File: src/rtl/data_merge_arbiter_pkg.sv
// Shared types and helpers for the data merge arbiter.
// Holds the FSM state encoding, the default word width and the
// round-robin search function used by the top level.
package data_arb_pkg;

  localparam int DW_DEFAULT = 32;
  localparam int MAX_SRC    = 8;

  typedef enum logic [1:0] {
    IDLE  = 2'd0,
    GRANT = 2'd1,
    HOLD  = 2'd2
  } arb_state_t;

  typedef struct packed {
    logic       found;
    logic [2:0] idx;
  } rr_pick_t;

  // First set request bit at or after ptr, scanning cyclically. Unused
  // positions above WIDTH are always zero, so wrapping over all 8 slots
  // gives the same order as wrapping at WIDTH.
  function automatic rr_pick_t rr_pick(input logic [MAX_SRC-1:0] req,
                                       input logic [2:0]         ptr);
    rr_pick_t   r;
    logic [2:0] i;
    r.found = 1'b0;
    r.idx   = 3'd0;
    for (int k = 0; k < MAX_SRC; k++) begin
      i = ptr + 3'(k);
      if (!r.found && req[i]) begin
        r.found = 1'b1;
        r.idx   = i;
      end
    end
    return r;
  endfunction

endpackage

File: src/rtl/arb_skid_buf.sv
// Two-entry register FIFO between the arbiter and the sink.
// in_space already counts the entry leaving on this cycle's out_ready, so a
// full buffer with a ready sink still takes one word per clock.
module arb_skid_buf
  import data_arb_pkg::*;
#(
  parameter int DW = DW_DEFAULT
) (
  input  logic          clk,
  input  logic          rst_n,
  input  logic          in_valid,
  input  logic [DW-1:0] in_data,
  output logic          in_space,
  output logic          out_valid,
  input  logic          out_ready,
  output logic [DW-1:0] out_data
);

  logic [DW-1:0] head_q;
  logic [DW-1:0] tail_q;
  logic [1:0]    count_q;
  logic          push;
  logic          pop;

  assign out_valid = (count_q != 2'd0);
  assign out_data  = head_q;
  assign in_space  = (count_q != 2'd2) || out_ready;
  assign pop       = out_valid && out_ready;
  assign push      = in_valid && in_space;

  // Head always holds the oldest word; tail is used only when two are stored.
  always_ff @(posedge clk or negedge rst_n) begin
    if (!rst_n) begin
      head_q  <= '0;
      tail_q  <= '0;
      count_q <= 2'd0;
    end else begin
      case ({push, pop})
        2'b10: begin
          if (count_q == 2'd0) head_q <= in_data;
          else                 tail_q <= in_data;
          count_q <= count_q + 2'd1;
        end
        2'b01: begin
          if (count_q == 2'd2) head_q <= tail_q;
          count_q <= count_q - 2'd1;
        end
        2'b11: begin
          if (count_q == 2'd2) begin
            head_q <= tail_q;
            tail_q <= in_data;
          end else begin
            head_q <= in_data;
          end
        end
        default: ;
      endcase
    end
  end

endmodule

File: src/rtl/data_merge_arbiter.sv
// Round-robin merge of WIDTH FWFT readout FIFOs into one word stream.
// A source holding HOLD_REQ keeps the grant so multi-word records stay
// contiguous. Optional per-source pop counters: define ARB_STATS_EN.
//
// Handshake: a word moves to the sink on every clock where WRITE_OUT and
// READY_IN are both high; DATA_OUT is held while WRITE_OUT=1 and READY_IN=0.
// A source is popped on every clock its READ_GRANT bit is high.
module data_merge_arbiter
  import data_arb_pkg::*;
#(
  parameter int WIDTH = 6,
  parameter int DW    = DW_DEFAULT
) (
  input  logic                BUS_CLK,
  input  logic                BUS_RST_N,
  input  logic [WIDTH-1:0]    WRITE_REQ,
  input  logic [WIDTH-1:0]    HOLD_REQ,
  input  logic [WIDTH*DW-1:0] DATA_IN,
  output logic [WIDTH-1:0]    READ_GRANT,
  input  logic                READY_IN,
  output logic                WRITE_OUT,
  output logic [DW-1:0]       DATA_OUT,
  output logic [2:0]          GRANT_IDX,
`ifdef ARB_STATS_EN
  output logic [WIDTH*16-1:0] ARB_WORD_CNT,
`endif
  output logic [1:0]          FSM_STATE
);

  if (WIDTH < 1 || WIDTH > MAX_SRC) begin : g_width_check
    $error("data_merge_arbiter: WIDTH must be in 1..8");
  end

  arb_state_t         state_q, state_d;
  logic [2:0]         owner_q, owner_d;
  logic [2:0]         rr_q, rr_d;
  logic [2:0]         ptr_next;
  logic [MAX_SRC-1:0] req_ext;
  logic [MAX_SRC-1:0] hold_ext;
  rr_pick_t           pick_idle, pick_next;
  logic               buf_space;
  logic               pop;
  logic               release_now;
  logic [DW-1:0]      pop_data;

  assign req_ext   = MAX_SRC'(WRITE_REQ);
  assign hold_ext  = MAX_SRC'(HOLD_REQ);
  assign ptr_next  = (owner_q == 3'(WIDTH-1)) ? 3'd0 : owner_q + 3'd1;
  assign pick_idle = rr_pick(req_ext, rr_q);
  assign pick_next = rr_pick(req_ext, ptr_next);
  assign GRANT_IDX = owner_q;
  assign FSM_STATE = state_q;

  // State, owner and round-robin pointer registers.
  always_ff @(posedge BUS_CLK or negedge BUS_RST_N) begin
    if (!BUS_RST_N) begin
      state_q <= IDLE;
      owner_q <= 3'd0;
      rr_q    <= 3'd0;
    end else begin
      state_q <= state_d;
      owner_q <= owner_d;
      rr_q    <= rr_d;
    end
  end

  // Next state, pop strobe and same-cycle re-arbitration on release.
  always_comb begin
    state_d     = state_q;
    owner_d     = owner_q;
    rr_d        = rr_q;
    pop         = 1'b0;
    release_now = 1'b0;
    READ_GRANT  = '0;
    case (state_q)
      IDLE: begin
        if (pick_idle.found) begin
          state_d = GRANT;
          owner_d = pick_idle.idx;
        end
      end
      GRANT, HOLD: begin
        pop = req_ext[owner_q] && buf_space;
        if (state_q == GRANT) begin
          if (!req_ext[owner_q] || pop) begin
            if (hold_ext[owner_q]) state_d = HOLD;
            else                   release_now = 1'b1;
          end
        end else if (!hold_ext[owner_q]) begin
          release_now = 1'b1;
        end
        if (release_now) begin
          rr_d = ptr_next;
          if (pick_next.found) begin
            state_d = GRANT;
            owner_d = pick_next.idx;
          end else begin
            state_d = IDLE;
          end
        end
      end
      default: state_d = IDLE;
    endcase
    for (int i = 0; i < WIDTH; i++) begin
      READ_GRANT[i] = pop && (owner_q == 3'(i));
    end
  end

  // Select the owner's FWFT head word for the skid buffer.
  always_comb begin
    pop_data = '0;
    for (int i = 0; i < WIDTH; i++) begin
      if (owner_q == 3'(i)) pop_data = DATA_IN[i*DW +: DW];
    end
  end

  arb_skid_buf #(.DW(DW)) u_skid (
    .clk      (BUS_CLK),
    .rst_n    (BUS_RST_N),
    .in_valid (pop),
    .in_data  (pop_data),
    .in_space (buf_space),
    .out_valid(WRITE_OUT),
    .out_ready(READY_IN),
    .out_data (DATA_OUT)
  );

`ifdef ARB_STATS_EN
  for (genvar i = 0; i < WIDTH; i++) begin : g_stat
    logic [15:0] cnt_q;
    // Saturating count of words popped from source i.
    always_ff @(posedge BUS_CLK or negedge BUS_RST_N) begin
      if (!BUS_RST_N)                             cnt_q <= 16'd0;
      else if (READ_GRANT[i] && cnt_q != 16'hFFFF) cnt_q <= cnt_q + 16'd1;
    end
    assign ARB_WORD_CNT[i*16 +: 16] = cnt_q;
  end
`endif

endmodule
File: config.mk
export PLATFORM = sky130hd
export DESIGN_NAME = data_merge_arbiter
export DESIGN_NICKNAME = d
export VERILOG_FILES = /design/src/rtl/data_merge_arbiter_pkg.sv /design/src/rtl/arb_skid_buf.sv /design/src/rtl/data_merge_arbiter.sv
export SDC_FILE = /design/constraint.sdc
export NUM_CORES = 1
export LEC_CHECK = 0
export CAP_MARGIN = 25
export CORE_ASPECT_RATIO = 1.4
export CORE_UTILIZATION = 40
export DETAILED_ROUTE_END_ITERATION = 8
export GPL_TIMING_DRIVEN = 0
export PLACE_DENSITY = 0.75
export SLEW_MARGIN = 20
export SYNTH_ARGS = -nofsm -noshare
export SYNTH_HDL_FRONTEND = slang
export SYNTH_SLANG_ARGS = --single-unit
File: constraint.sdc
create_clock -name BUS_CLK -period 4.53 [get_ports BUS_CLK]
set_input_delay 0.453 -clock BUS_CLK [delete_from_list [all_inputs] [get_ports BUS_CLK]]
set_output_delay 0.453 -clock BUS_CLK [all_outputs]
set_load 0.01 [all_outputs]
==> results_dict.tcl <==
set metrics [dict create \
    netlist_area_um2 6350 \
    synth-compound-area-share 0.340 \
    drv_cap 0 \
    synthAdderAreaFrac 0.0217 \
    clk_pin_slew_ns 0.06 \
    ys_seq_area_frac 0.291 \
    layout_common_cells "249 x clkdlybuf4s50_1, 89 x nor2_1, 86 x nand2_1" \
    cts_setup_buffers 0 \
    synth_area_per_cell_um2 7.94 \
    core-area_um2 15500 \
    fillCellCount 1404 \
    regToRegSetupSlack_ns 0.28 \
    syn_to_final_growth_pct 48.8 \
    drc 0 \
    ant_nets 0 \
    worstMarginPinSlew_ns 0.726 \
    min_path_type "in2async" \
    synthMuxAreaShare 0.118 \
    hpwl_um 20000 \
    powerDensity_nw_per_um2 788 \
    rsz0062_at_grt "false" \
    cts_buffers 9 \
    place_area_um2 9130 \
    fin_util 0.608 \
    r2r-end "GRANT_IDX[2]" \
    fmax_mhz 235 \
    synth_edf_count 0 \
    wirelength_um 24800 \
    drive_gt1_frac 0.0600 \
    synthArstFlopShare 1.00 \
    htreeDepth 3 \
    grt_pass1_vias 7095 \
    final_common_cell "clkdlybuf4s50_1" \
    drtPass1Iterations 5 \
    grt_overflow 0 \
    crit_start "GRANT_IDX[0]" \
    syn_inst 800 \
    syn_nets 1018 \
    grt_pass1_wl_um 38100 \
    drt_iter0_drc 558 \
    max-clock-path-buffers 2 \
    vias 7382 \
    cp.arrival_ns 4.48 \
    cp-start-kind "register" \
    io_buffer_count 250 \
    crit_fanout 10 \
    nets 1280 \
    dieArea_um2 16400 \
    rr_worst_depth 15 \
    cts_tree "built" \
    crit_end "GRANT_IDX[2]" \
    die_w_um 109 \
    fin_area_um2 9450 \
    slew_viol_final 0 \
    final.min_clock_period_ns 4.25 \
    die_h_um 151 \
    synth_xor_area_frac 0.00827 \
    insertion_delay_ns 0.34 \
    required_ns 4.76 \
    grt_max_degree 50 \
    fin_crit_sh 0.938 \
    relSlewSlack 0.516 \
    ios 251 \
    vdd_drop_max_v 0.000417 \
    ys_warn_count 0 \
    gp_congestion 0.940 \
    synth_top_family_by_area "compound AO/OA/AOI/OAI gates" \
    num_rows 54 \
    hold_violations 0 \
    worst_clock_skew_ns 0.00753 \
    cts.sinks 74 \
    end_kind "register" \
    grt_usage 0.303 \
    antenna_found_initial 1 \
    root_buffer "clkbuf_16" \
    routedWlPerCell_um 19.6 \
    initial_core_util 0.409 \
    synthDistinctLibCells 71 \
    ys.flop_type "dfrtp_1" \
    critPathKind "reg2reg" \
    synthSimpleGateAreaFrac 0.162 \
    power_leakage_nw 3.72 \
    synth-seq-cells 74 \
    status "complete, no violations" \
    finalSetupViolCount 0 \
    holdWs_ns 0.0306 \
    via_per_inst 5.84 \
    reg2reg_from "GRANT_IDX[0]" \
]
==> repair_timing <==
item	in CTS	in global routing
hold buffers	0	0
resized for setup	3	2
endpoints found under the setup margin	3	2
==> cell usage after synthesis (3+ instances only) <==
cell       instances  share of area
a211oi_1          38          0.045
a21o_1             4         0.0047
a21oi_1           79          0.062
a221oi_1           6         0.0083
a22oi_1           35          0.041
a2bb2oi_1         32          0.044
a31oi_1            3         0.0030
a32oi_1            6         0.0083
and2_1             4         0.0039
buf_1              9         0.0053
buf_2              8         0.0063
buf_6              3         0.0053
clkbuf_1          56          0.033
dfrtp_1           74           0.29
ha_1              11          0.022
inv_1             16         0.0095
mux2_2             7          0.012
mux2i_1           44          0.069
mux4_2             9          0.032
nand2_1           86          0.051
nand2b_1           3         0.0030
nand3_1            7         0.0055
nand4_1            3         0.0030
nor2_1            89          0.053
nor2b_1            9         0.0089
nor3_1             7         0.0055
o2111ai_1          3         0.0041
o211ai_1           7         0.0083
o21ai_0           80          0.063
o31ai_1            3         0.0035
or2_2              3         0.0030
or3_1              3         0.0030
xor2_1             4         0.0055
==> registers in the layout, indices dropped and copies added, names as in the netlist <==
name / cells
u_skid.tail_q: 32
u_skid.out_data: 32
u_skid.count_q: 2
FSM_STATE: 2
rr_q: 3
GRANT_IDX: 3
==> layout make-up <==
class,instances,area [µm²],area share
flip-flops and latches,74,1850,0.196
diodes,1,2.50,0.000265
multi-input cells,634,4120,0.436
plain buffers,76,323,0.0341
clock inverters,6,91.3,0.00966
repair buffers,251,2530,0.267
inverters,16,60.1,0.00635
clock buffers,10,229,0.0242
well taps,196,245,0.0259
==> how the worst min path moves through the flow <==
stage | startpoint | endpoint | slack (ns)
floorplan | BUS_RST_N | FSM_STATE[0] | 0.16
global placement | u_skid.tail_q[30] | u_skid.tail_q[30] | 0.46
detailed placement | BUS_RST_N | u_skid.out_data[20] | 0.40
CTS | BUS_RST_N | u_skid.out_data[20] | 0.04
global route | BUS_RST_N | u_skid.out_data[20] | 0.05
finish | BUS_RST_N | u_skid.out_data[20] | 0.03
==> worst max-delay path: stages (launching register included) <==
cell and delay [ns]:
dfrtp_1 0.37, buf_6 0.15, buf_6 0.17, clkbuf_2 0.26
clkbuf_2 0.29, clkbuf_2 0.33, clkbuf_1 0.13, ha_1 0.27
clkbuf_2 0.23, mux4_2 0.42, mux2i_2 0.31, nor4b_4 0.33
nand4_1 0.24, o211ai_1 0.18, a21oi_1 0.11, o41ai_2 0.34
==> kinds of logic (layout without fill, tap and decap cells) <==
group | Yosys count | in the layout
flops | 74 | 74
compound gates | 325 | 325
simple gates | 230 | 230
buf+inv | 92 | 359
fa+ha+maj | 11 | 11
mux | 62 | 62
other cells | 0 | 1
xor+xnor | 6 | 6
==> where the power goes <==
group | switching (mW) | total (mW) | internal, mW
sequential | 0.197 | 1.21 | 1.01
combinational | 3.20 | 5.48 | 2.28
clock | 0.277 | 0.760 | 0.483
total | 3.67 | 7.45 | 3.77
==> per-layer routing <==
metal | part of all wire | wire [µm] | GRT usage | vias up
li1 | - | - | - | 3503
met4 | 0.042 | 1050 | 0.142 | 0
met3 | 0.057 | 1420 | 0.0392 | 62
met1 | 0.40 | 9860 | 0.376 | 3486
met5 | 0 | 0 | 0 | -
met2 | 0.50 | 12500 | 0.516 | 331
==> stage by stage <==
step	total power [mW]	setup WS, ns	std cells	TNS, ns
2_1_floorplan	4.85	0.864	800	0
3_3_place_gp	6.51	-0.301	1246	-0.680
3_5_place_dp	6.58	-0.286	1247	-0.678
4_1_cts	7.37	0.168	1263	0
5_1_grt	8.01	0.0659	1264	0
6_report	7.45	0.280	1264	0
Note: power is estimated with default switching activity, not from simulation.
